===== src/rtl/decode_stage_if.sv =====
// decode_stage_if: bundles the decode stage's fetch, regFile, writeback, hazard and ID/EX signals.
//   master: drives the stage's inputs (fetch, regFile data, writeback, EX hazard info, flush, outReady)
//   slave : the decode stage itself (inReady, readAddress*, ID/EX bundle)
interface decode_stage_if #(parameter int DATA_W = 32, parameter int ADDR_W = 5);
    logic              inValid;
    logic              inReady;
    logic [31:0]       inInstr;
    logic [DATA_W-1:0] inPc;
    logic [ADDR_W-1:0] readAddress0;
    logic [ADDR_W-1:0] readAddress1;
    logic [DATA_W-1:0] readData0;
    logic [DATA_W-1:0] readData1;
    logic              wbWriteEnable;
    logic [ADDR_W-1:0] wbWriteAddress;
    logic [DATA_W-1:0] wbWriteData;
    logic              exValid;
    logic              exMemRead;
    logic [ADDR_W-1:0] exDest;
    logic              flush;
    logic              outValid;
    logic              outReady;
    logic [DATA_W-1:0] outPc;
    logic [DATA_W-1:0] outRsData;
    logic [DATA_W-1:0] outRtData;
    logic [DATA_W-1:0] outImm;
    logic [ADDR_W-1:0] outDest;
    logic [5:0]        outFunct;
    logic              outRegWrite;
    logic              outMemRead;
    logic              outMemWrite;
    logic              outBranch;
    logic              outJump;
    logic              outIllegal;

    modport master (
        output inValid, inInstr, inPc, readData0, readData1, wbWriteEnable, wbWriteAddress,
               wbWriteData, exValid, exMemRead, exDest, flush, outReady,
        input  inReady, readAddress0, readAddress1, outValid, outPc, outRsData, outRtData,
               outImm, outDest, outFunct, outRegWrite, outMemRead, outMemWrite, outBranch,
               outJump, outIllegal
    );

    modport slave (
        input  inValid, inInstr, inPc, readData0, readData1, wbWriteEnable, wbWriteAddress,
               wbWriteData, exValid, exMemRead, exDest, flush, outReady,
        output inReady, readAddress0, readAddress1, outValid, outPc, outRsData, outRtData,
               outImm, outDest, outFunct, outRegWrite, outMemRead, outMemWrite, outBranch,
               outJump, outIllegal
    );
endinterface


===== src/rtl/decode_stage.sv =====
// decode_stage: instruction decode stage feeding a registered ID/EX bundle.
//   clk, rst_n : clock, asynchronous active-low reset
//   bus        : decode_stage_if.slave -- fetch handshake, regFile read ports, writeback
//                bypass, EX load-use info, flush and the ID/EX valid/ready bundle
module decode_stage #(
    parameter int DATA_W = 32,
    parameter int ADDR_W = 5
) (
    input logic          clk,
    input logic          rst_n,
    decode_stage_if.slave bus
);
    localparam logic [5:0] OP_R    = 6'h00;
    localparam logic [5:0] OP_LW   = 6'h23;
    localparam logic [5:0] OP_SW   = 6'h2b;
    localparam logic [5:0] OP_BEQ  = 6'h04;
    localparam logic [5:0] OP_ADDI = 6'h08;
    localparam logic [5:0] OP_J    = 6'h02;

    typedef enum logic {EMPTY, FULL} state_t;
    state_t state, nextState;

    logic [5:0]        opcode;
    logic [ADDR_W-1:0] rs, rt, rd, dest;
    logic              isR, isLw, isSw, isBeq, isAddi, isJ, legal, usesRt;
    logic              stall, accept, transfer;
    logic [DATA_W-1:0] rsVal, rtVal;

    assign opcode = bus.inInstr[31:26];
    assign rs     = bus.inInstr[25:21];
    assign rt     = bus.inInstr[20:16];
    assign rd     = bus.inInstr[15:11];

    assign isR    = opcode == OP_R;
    assign isLw   = opcode == OP_LW;
    assign isSw   = opcode == OP_SW;
    assign isBeq  = opcode == OP_BEQ;
    assign isAddi = opcode == OP_ADDI;
    assign isJ    = opcode == OP_J;
    assign legal  = isR || isLw || isSw || isBeq || isAddi || isJ;
    assign usesRt = isR || isSw || isBeq;
    assign dest   = isR ? rd : (isLw || isAddi) ? rt : '0;

    assign bus.readAddress0 = rs;
    assign bus.readAddress1 = rt;

    // A load in EX cannot forward in time; hold the consumer back one cycle.
    assign stall = bus.inValid && bus.exValid && bus.exMemRead && bus.exDest != '0 &&
                   (bus.exDest == rs || (usesRt && bus.exDest == rt));

    assign bus.inReady = !bus.flush && !stall && (!bus.outValid || bus.outReady);
    assign accept      = bus.inValid && bus.inReady;
    assign transfer    = bus.outValid && bus.outReady;
    assign bus.outValid = state == FULL;

    // The regFile commits the writeback at the same edge, so its read data is stale
    // when the write index matches; $0 always reads as zero.
    always_comb begin
        rsVal = rs == '0 ? '0 : (bus.wbWriteEnable && bus.wbWriteAddress == rs) ? bus.wbWriteData : bus.readData0;
        rtVal = rt == '0 ? '0 : (bus.wbWriteEnable && bus.wbWriteAddress == rt) ? bus.wbWriteData : bus.readData1;
    end

    always_comb begin
        nextState = state;
        nextState = bus.flush ? EMPTY : accept ? FULL : transfer ? EMPTY : state;
    end

    always_ff @(posedge clk or negedge rst_n) begin
        if (!rst_n) state <= EMPTY;
        else        state <= nextState;
    end

    always_ff @(posedge clk or negedge rst_n) begin
        if (!rst_n) begin
            bus.outPc       <= '0;
            bus.outRsData   <= '0;
            bus.outRtData   <= '0;
            bus.outImm      <= '0;
            bus.outDest     <= '0;
            bus.outFunct    <= '0;
            bus.outRegWrite <= 1'b0;
            bus.outMemRead  <= 1'b0;
            bus.outMemWrite <= 1'b0;
            bus.outBranch   <= 1'b0;
            bus.outJump     <= 1'b0;
            bus.outIllegal  <= 1'b0;
        end else if (accept) begin
            bus.outPc       <= bus.inPc;
            bus.outRsData   <= rsVal;
            bus.outRtData   <= rtVal;
            bus.outImm      <= DATA_W'({{16{bus.inInstr[15]}}, bus.inInstr[15:0]});
            bus.outDest     <= dest;
            bus.outFunct    <= bus.inInstr[5:0];
            bus.outRegWrite <= isR || isLw || isAddi;
            bus.outMemRead  <= isLw;
            bus.outMemWrite <= isSw;
            bus.outBranch   <= isBeq;
            bus.outJump     <= isJ;
            bus.outIllegal  <= !legal;
        end
    end
endmodule


===== src/flat_wrapper.sv =====
// flat-port wrapper written by rule: the top's interface ports become plain ports
module decode_stage_flat 
#(
    parameter int DATA_W = 32,
    parameter int ADDR_W = 5
)
  (clk, rst_n, bus_inValid, bus_inInstr, bus_inPc, bus_readData0, bus_readData1, bus_wbWriteEnable, bus_wbWriteAddress, bus_wbWriteData, bus_exValid, bus_exMemRead, bus_exDest, bus_flush, bus_outReady, bus_inReady, bus_readAddress0, bus_readAddress1, bus_outValid, bus_outPc, bus_outRsData, bus_outRtData, bus_outImm, bus_outDest, bus_outFunct, bus_outRegWrite, bus_outMemRead, bus_outMemWrite, bus_outBranch, bus_outJump, bus_outIllegal);
  decode_stage_if #(.DATA_W(DATA_W), .ADDR_W(ADDR_W)) bus_i ();
  input logic clk;
  input logic rst_n;
  input wire logic [$bits(bus_i.inValid)-1:0] bus_inValid;
  input wire logic [$bits(bus_i.inInstr)-1:0] bus_inInstr;
  input wire logic [$bits(bus_i.inPc)-1:0] bus_inPc;
  input wire logic [$bits(bus_i.readData0)-1:0] bus_readData0;
  input wire logic [$bits(bus_i.readData1)-1:0] bus_readData1;
  input wire logic [$bits(bus_i.wbWriteEnable)-1:0] bus_wbWriteEnable;
  input wire logic [$bits(bus_i.wbWriteAddress)-1:0] bus_wbWriteAddress;
  input wire logic [$bits(bus_i.wbWriteData)-1:0] bus_wbWriteData;
  input wire logic [$bits(bus_i.exValid)-1:0] bus_exValid;
  input wire logic [$bits(bus_i.exMemRead)-1:0] bus_exMemRead;
  input wire logic [$bits(bus_i.exDest)-1:0] bus_exDest;
  input wire logic [$bits(bus_i.flush)-1:0] bus_flush;
  input wire logic [$bits(bus_i.outReady)-1:0] bus_outReady;
  output wire logic [$bits(bus_i.inReady)-1:0] bus_inReady;
  output wire logic [$bits(bus_i.readAddress0)-1:0] bus_readAddress0;
  output wire logic [$bits(bus_i.readAddress1)-1:0] bus_readAddress1;
  output wire logic [$bits(bus_i.outValid)-1:0] bus_outValid;
  output wire logic [$bits(bus_i.outPc)-1:0] bus_outPc;
  output wire logic [$bits(bus_i.outRsData)-1:0] bus_outRsData;
  output wire logic [$bits(bus_i.outRtData)-1:0] bus_outRtData;
  output wire logic [$bits(bus_i.outImm)-1:0] bus_outImm;
  output wire logic [$bits(bus_i.outDest)-1:0] bus_outDest;
  output wire logic [$bits(bus_i.outFunct)-1:0] bus_outFunct;
  output wire logic [$bits(bus_i.outRegWrite)-1:0] bus_outRegWrite;
  output wire logic [$bits(bus_i.outMemRead)-1:0] bus_outMemRead;
  output wire logic [$bits(bus_i.outMemWrite)-1:0] bus_outMemWrite;
  output wire logic [$bits(bus_i.outBranch)-1:0] bus_outBranch;
  output wire logic [$bits(bus_i.outJump)-1:0] bus_outJump;
  output wire logic [$bits(bus_i.outIllegal)-1:0] bus_outIllegal;
  assign bus_i.inValid = bus_inValid;
  assign bus_i.inInstr = bus_inInstr;
  assign bus_i.inPc = bus_inPc;
  assign bus_i.readData0 = bus_readData0;
  assign bus_i.readData1 = bus_readData1;
  assign bus_i.wbWriteEnable = bus_wbWriteEnable;
  assign bus_i.wbWriteAddress = bus_wbWriteAddress;
  assign bus_i.wbWriteData = bus_wbWriteData;
  assign bus_i.exValid = bus_exValid;
  assign bus_i.exMemRead = bus_exMemRead;
  assign bus_i.exDest = bus_exDest;
  assign bus_i.flush = bus_flush;
  assign bus_i.outReady = bus_outReady;
  assign bus_inReady = bus_i.inReady;
  assign bus_readAddress0 = bus_i.readAddress0;
  assign bus_readAddress1 = bus_i.readAddress1;
  assign bus_outValid = bus_i.outValid;
  assign bus_outPc = bus_i.outPc;
  assign bus_outRsData = bus_i.outRsData;
  assign bus_outRtData = bus_i.outRtData;
  assign bus_outImm = bus_i.outImm;
  assign bus_outDest = bus_i.outDest;
  assign bus_outFunct = bus_i.outFunct;
  assign bus_outRegWrite = bus_i.outRegWrite;
  assign bus_outMemRead = bus_i.outMemRead;
  assign bus_outMemWrite = bus_i.outMemWrite;
  assign bus_outBranch = bus_i.outBranch;
  assign bus_outJump = bus_i.outJump;
  assign bus_outIllegal = bus_i.outIllegal;
  decode_stage #(.DATA_W(DATA_W), .ADDR_W(ADDR_W)) u_core (.clk(clk), .rst_n(rst_n), .bus(bus_i));
endmodule

===== config.mk =====
export PLATFORM = sky130hd
export DESIGN_NAME = decode_stage_flat
export DESIGN_NICKNAME = d
export VERILOG_FILES = /design/src/rtl/decode_stage_if.sv /design/src/rtl/decode_stage.sv /design/src/flat_wrapper.sv
export SDC_FILE = /design/constraint.sdc
export NUM_CORES = 1
export LEC_CHECK = 0
export ABC_AREA = 1
export BUFFER_PORTS_ARGS = -buffer_cell sky130_fd_sc_hd__buf_2
export CAP_MARGIN = 20
export CORE_MARGIN = 4
export CORE_UTILIZATION = 40
export CTS_CLUSTER_DIAMETER = 200
export DETAILED_ROUTE_END_ITERATION = 8
export GPL_TIMING_DRIVEN = 0
export PLACE_DENSITY_LB_ADDON = 0.08
export SLEW_MARGIN = 20
export SYNTH_ARGS = -nofsm -noshare
export SYNTH_HDL_FRONTEND = slang
export SYNTH_SLANG_ARGS = --single-unit

===== constraint.sdc =====
create_clock -name clk -period 3.1 [get_ports clk]
set_clock_uncertainty 0.2 [all_clocks]
set_input_delay 0 -clock clk [delete_from_list [all_inputs] [get_ports clk]]
set_output_delay 0 -clock clk [all_outputs]
set_load 0.02 [all_outputs]

Word-level counts from Yosys, hierarchy flattened --
Cells that the tools add are included.
Word-level totals: output and inout bits 157, logic and storage cells 62, input bits 178, bits in registers 130
Cells by class: reductions and logical operators 31, mux-type cells 9, equal/unequal tests 9
Operators by type and width (number):
- two-way mux 32 bit | 4
- == test 5 bit | 4
- == test 6 bit, second input constant | 2
- logical AND 1 bit | 11
- logical OR 1 bit | 11
- zero test 5 bit | 2
- two-way mux 5 bit | 2
- == test 6 x 2 -> 1 bit, second input constant | 1
- == test 6 x 3 -> 1 bit, second input constant | 1
- == test 6 x 4 -> 1 bit, second input constant | 1
- zero test 6 bit | 1
- nonzero test 5 bit | 1
- zero test 1 bit | 4
- two-way mux 1 bit | 3
- nonzero test 3 bit | 1

Longest topological paths before layout --
depth after elaboration 12, depth in mapped cells 12, gate-level depth less buffers 10

Worst setup path before layout --
Ideal clock, no wire load.
path type reg-to-output, from reg u_core.state (netlist: u_core.bus.outValid), to out bus_inReady, stages on the path, launching flop included 4, arrival 1.585 ns, path buffers 1, slack 1.315 ns, data required time 2.900 ns, cell sequence dfrtp_1 > a21oi_2 > clkbuf_1 > a21boi_0
Between the ends: word-level cells in the longest chain between the ends 3
RTL lines:
- start: declaration | line decode_stage.sv:21 | state_t state, nextState;
- start signal: assignment | line decode_stage.sv:70 | else state <= nextState;
- zero test 1 bit | line decode_stage.sv:51 | assign bus.inReady = !bus.flush && !stall && (!bus.outValid || bus.outReady);
- logical OR 1 bit | line decode_stage.sv:51
- logical AND 1 bit | line decode_stage.sv:51
- end: declaration | line flat_wrapper.sv:24 | output wire logic [$bits(bus_i.inReady)-1:0] bus_inReady;
Every way passes these cells.

Final worst setup path --
from in bus_inInstr[30], to reg u_core.state (netlist: u_core.bus.outValid)
Between the ends: word-level cells in the longest chain between the ends 12, elaborated cells on any way between the ends 15, those cells by class 2 x eq/ne; 2 x mux; 11 x reduce/logical
RTL lines:
- start: declaration | line flat_wrapper.sv:12 | input wire logic [$bits(bus_i.inInstr)-1:0] bus_inInstr;
- == test 6 bit or zero test 6 bit (tied branches) | line decode_stage.sv:36, decode_stage.sv:34
- logical OR 1 bit | line decode_stage.sv:41 | assign usesRt = isR || isSw || isBeq;
- logical OR 1 bit * | line decode_stage.sv:41
- logical AND 1 bit * | line decode_stage.sv:49 | (bus.exDest == rs || (usesRt && bus.exDest == rt));
- logical OR 1 bit * | line decode_stage.sv:49
- logical AND 1 bit * | line decode_stage.sv:48 | assign stall = bus.inValid && bus.exValid && bus.exMemRead && bus.exDest != '0 &&
- zero test 1 bit * | line decode_stage.sv:51
- logical AND 1 bit * (2 in a row) | line decode_stage.sv:51
- logical AND 1 bit * | line decode_stage.sv:52 | assign accept = bus.inValid && bus.inReady;
- two-way mux 1 bit (2 in a row) | line decode_stage.sv:65 | nextState = bus.flush ? EMPTY : accept ? FULL : transfer ? EMPTY : state;
Every way passes the cells marked *; elsewhere a longest branch is shown, timed or not. A chain may end at the register's enable or synchronous reset.

==> flow_summary.yaml <==
outcome:
  status: "finished clean"
detailed_routing:
  postRouteAntennaNets: 0
  routed_via_density: 4.876
  drc_errors: 0
  vias: 8806
  dr.pass1.iters: 6
  post_drt_wl_per_cell_um: 15.56
  wirelength_mm: 28.10
  drt_iter0_markers: 539
synthesis:
  mappedNetlistArea_um2: 7164
  syn_inst: 1048
  ys.flop_type: "dfrtp_1"
  synthTopCellsByCount: "416 x nand2_1, 148 x nor2_1, 124 x dfrtp_1, 124 x nand4_1, 90 x inv_1"
  synth_cell_types: 23
  synth-seq-cells: 124
  synth_area_leaders: "dfrtp_1 43%, nand2_1 22%, nand4_1 11%, nor2_1 7.8%, inv_1 4.7%"
  ys_warn_count: 0
  syn_avg_cell_area_um2: 6.836
  synth_edf_count: 0
  ys_seq_area_share_pct: 43.31
  synth_fp_nets: 1226
  synth-async-reset-ratio_pct: 100.0
  synth_largest_area_cell: "dfrtp_1"
  synth.top_cell.area_share_pct: 43.31
  synth.most_common_cell: "nand2_1"
place:
  dp.cells: 1607
  pre_cts_ws_ns: 0.6465
  port_buffers: 333
  dpl.hpwl_mm: 19.81
  finalWeightedCongestion: 0.8680
timing:
  slew_headroom_pct: 55.14
  period_minus_slack_ns: 2.962
  worst_slack_ns: 0.1383
  tns_ns: 0
  period_share_pct: 95.54
  rsz0062_at_grt: "false"
  hold_viol: 0
  max_freq_mhz: 337.6
  worst_slew_pin_slew_ns: 0.6729
  finalMaxSlewViolations: 0
  setup_viol: 0
layout:
  area_growth_pct: 59.40
  finalNonFillerCells: 1806
  final_nets: 1744
  fillers: 1562
  drive_gt1_share_pct: 27.17
clock_tree:
  clkLatencyLatePin_ns: 0.42
  clk_pin_slew_worst_paths_ns: 0.06
  numCtsBuffers: 17
  clockBufferDepth: 2
  cts_root_buf: "clkbuf_16"
  cts_setup_buffers: 0
  clock-sinks: 124
  cts_tree: "built"
  cts_max_level: 4
setup_path:
  crit_required_ns: 3.20
  slowest_delay_ns: 0.57
  cp_slowest_cell: "dlygate4sd3_1"
  crit_arrival_ns: 3.06
  start_kind: "primary input"
  worstSetupEndpointType: "flop"
  cp-startpoint: "bus_inInstr[30]"
  path_class: "in2reg"
  cp_cell_sequence: "dlygate4sd3_1, buf_2, nor2_1, dlygate4sd3_1, nand3_1, nand2_1, nand2_1, o21ai_2, nand2_2, nand3_4, buf_8, buf_6, o21ai_1, dlygate4sd3_1"
  worst_path_most_repeated_cell: "dlygate4sd3_1"
  crit_fanout: 10
  rr_startpoint: "u_core.bus.outValid"
  critPathTopFamily: "buffers and inverters"
  critPathBufInv: 6
floorplanning:
  rows: 48
  die_x_um: 141.8
  dieArea_um2: 20120
  start_util_pct: 41.14
  core_um2: 17420
  ios: 335
  fp.dieH_um: 141.8
power:
  peakVddDrop_mv: 0.3941
  p_switching_w: 0.001937
  internal_power_w: 0.003742
  clkPwrFrac_pct: 35.2
  cellPowerDensity_nw_per_um2: 497.3
  swShare_pct: 34.11
  leakage_nw: 6.812
  total_power_w: 0.005679
  p_comb_share_pct: 29.4
  seq_power_share_pct: 35.3
worst_hold_path:
  hold_class: "in2reg"
  hp-start: "bus_inInstr[31]"
grt:
  grt_max_degree: 65
  grt_first_pass_wirelength_mm: 43.66
  first_global_vias: 8344
  globalRouteOverflowTotal: 0
  antenna_found_initial: 1
  track_usage_pct: 27.14
job:
  maxCapViolCount: 0
-- state kept, by name, summed over array words and instances, names as in the netlist --
register	count
u_core.bus.outBranch	1
u_core.bus.outDest	5
u_core.bus.outFunct	5
u_core.bus.outIllegal	1
u_core.bus.outImm	11
u_core.bus.outJump	1
u_core.bus.outMemRead	1
u_core.bus.outMemWrite	1
u_core.bus.outPc	32
u_core.bus.outRegWrite	1
u_core.bus.outRsData	32
u_core.bus.outRtData	32
u_core.bus.outValid	1
-- kinds of logic after synthesis --
family | after synthesis | synth area share (%)
simple gates | 711 | 42.09
buf+inv | 195 | 12.94
xor+xnor | 5 | 0.6114
compound gates | 13 | 1.048
flops | 124 | 43.31
-- final cells by class --
type	instances	area [um^2]	share of cell area, %
sequential	124	3103	27.17
buffer	104	589.3	5.161
inverter	91	341.6	2.991
tap	225	281.5	2.465
antenna	2	5.005	0.04383
multi-input combinational	729	3142	27.51
timing repair buffer	499	3373	29.54
clock inverter	14	145.1	1.271
clock buffer	18	439.2	3.846
-- repair_timing --
item	4_1_cts	5_1_grt
endpoints found under the setup margin	0	1
hold buffers	165	0
endpoints found under the hold margin	248	0
resized for setup	0	2
-- path summary, 6_finish.rpt --
kind,end,slack [ns],cells after the start
setup / recovery,u_core.bus.outValid,0.14,14
hold / removal,u_core.bus.outIllegal,0.11,7
setup reg to reg,u_core.bus.outRsData[12],0.67,5
hold reg to reg,u_core.bus.outJump,0.26,2
max in group asynchronous,u_core.bus.outRtData[0],1.91,4
min in group asynchronous,u_core.bus.outMemWrite,0.49,4
-- tightest hold or removal path, delay by kind of cell --
family,cells,cell delay (ns)
AND/OR/NAND/NOR,6,0.57
buffers and inverters,1,0.12
-- metal layers --
metal | wire [um] | vias to the layer above | GRT usage (%) | part of all wire [%]
met5 | 0 | - | 0 | 0
met4 | 639 | 0 | 8.384 | 2.3
met3 | 2075 | 59 | 5.292 | 7.4
met2 | 13930 | 374 | 47.15 | 50
met1 | 11450 | 4058 | 34.14 | 41
li1 | - | 4315 | - | -
-- through the flow --
step           util (%)  hold slack [ns]  instance area (um^2)
6_report          65.57           0.1109                 11420
5_1_grt           65.55           0.1850                 11420
4_1_cts           65.47          0.04731                 11400
3_5_place_dp      52.54          -0.2186                  9150
3_3_place_gp      52.32          0.03525                  9112
2_1_floorplan         -          -0.4956                  7164
-- power groups by stage --
stage | clock network, W | logic (W) | registers [W]
3_3_place_gp | 0 | 0.00147 | 0.00202
6_report | 0.00200 | 0.00167 | 0.00201
5_1_grt | 0.00210 | 0.00182 | 0.00204
2_1_floorplan | 0 | 0.000564 | 0.00231
4_1_cts | 0.00202 | 0.00167 | 0.00200
3_5_place_dp | 0 | 0.00149 | 0.00203
-- cells in the final DEF, fill, tap and decap left out, drive strengths merged, types with 3 or more instances in the layout --
cell	netlist	final
nand2	417	417
buf	71	406
dlygate4sd3	0	164
nor2	148	148
nand4	124	124
dfrtp	124	124
inv	91	93
clkbuf	33	51
nand3	16	16
o21ai	11	11
clkinv	0	6
nor3	5	5
clkinvlp	0	4
xor2	3	3
(Power assumes the default switching activity.)
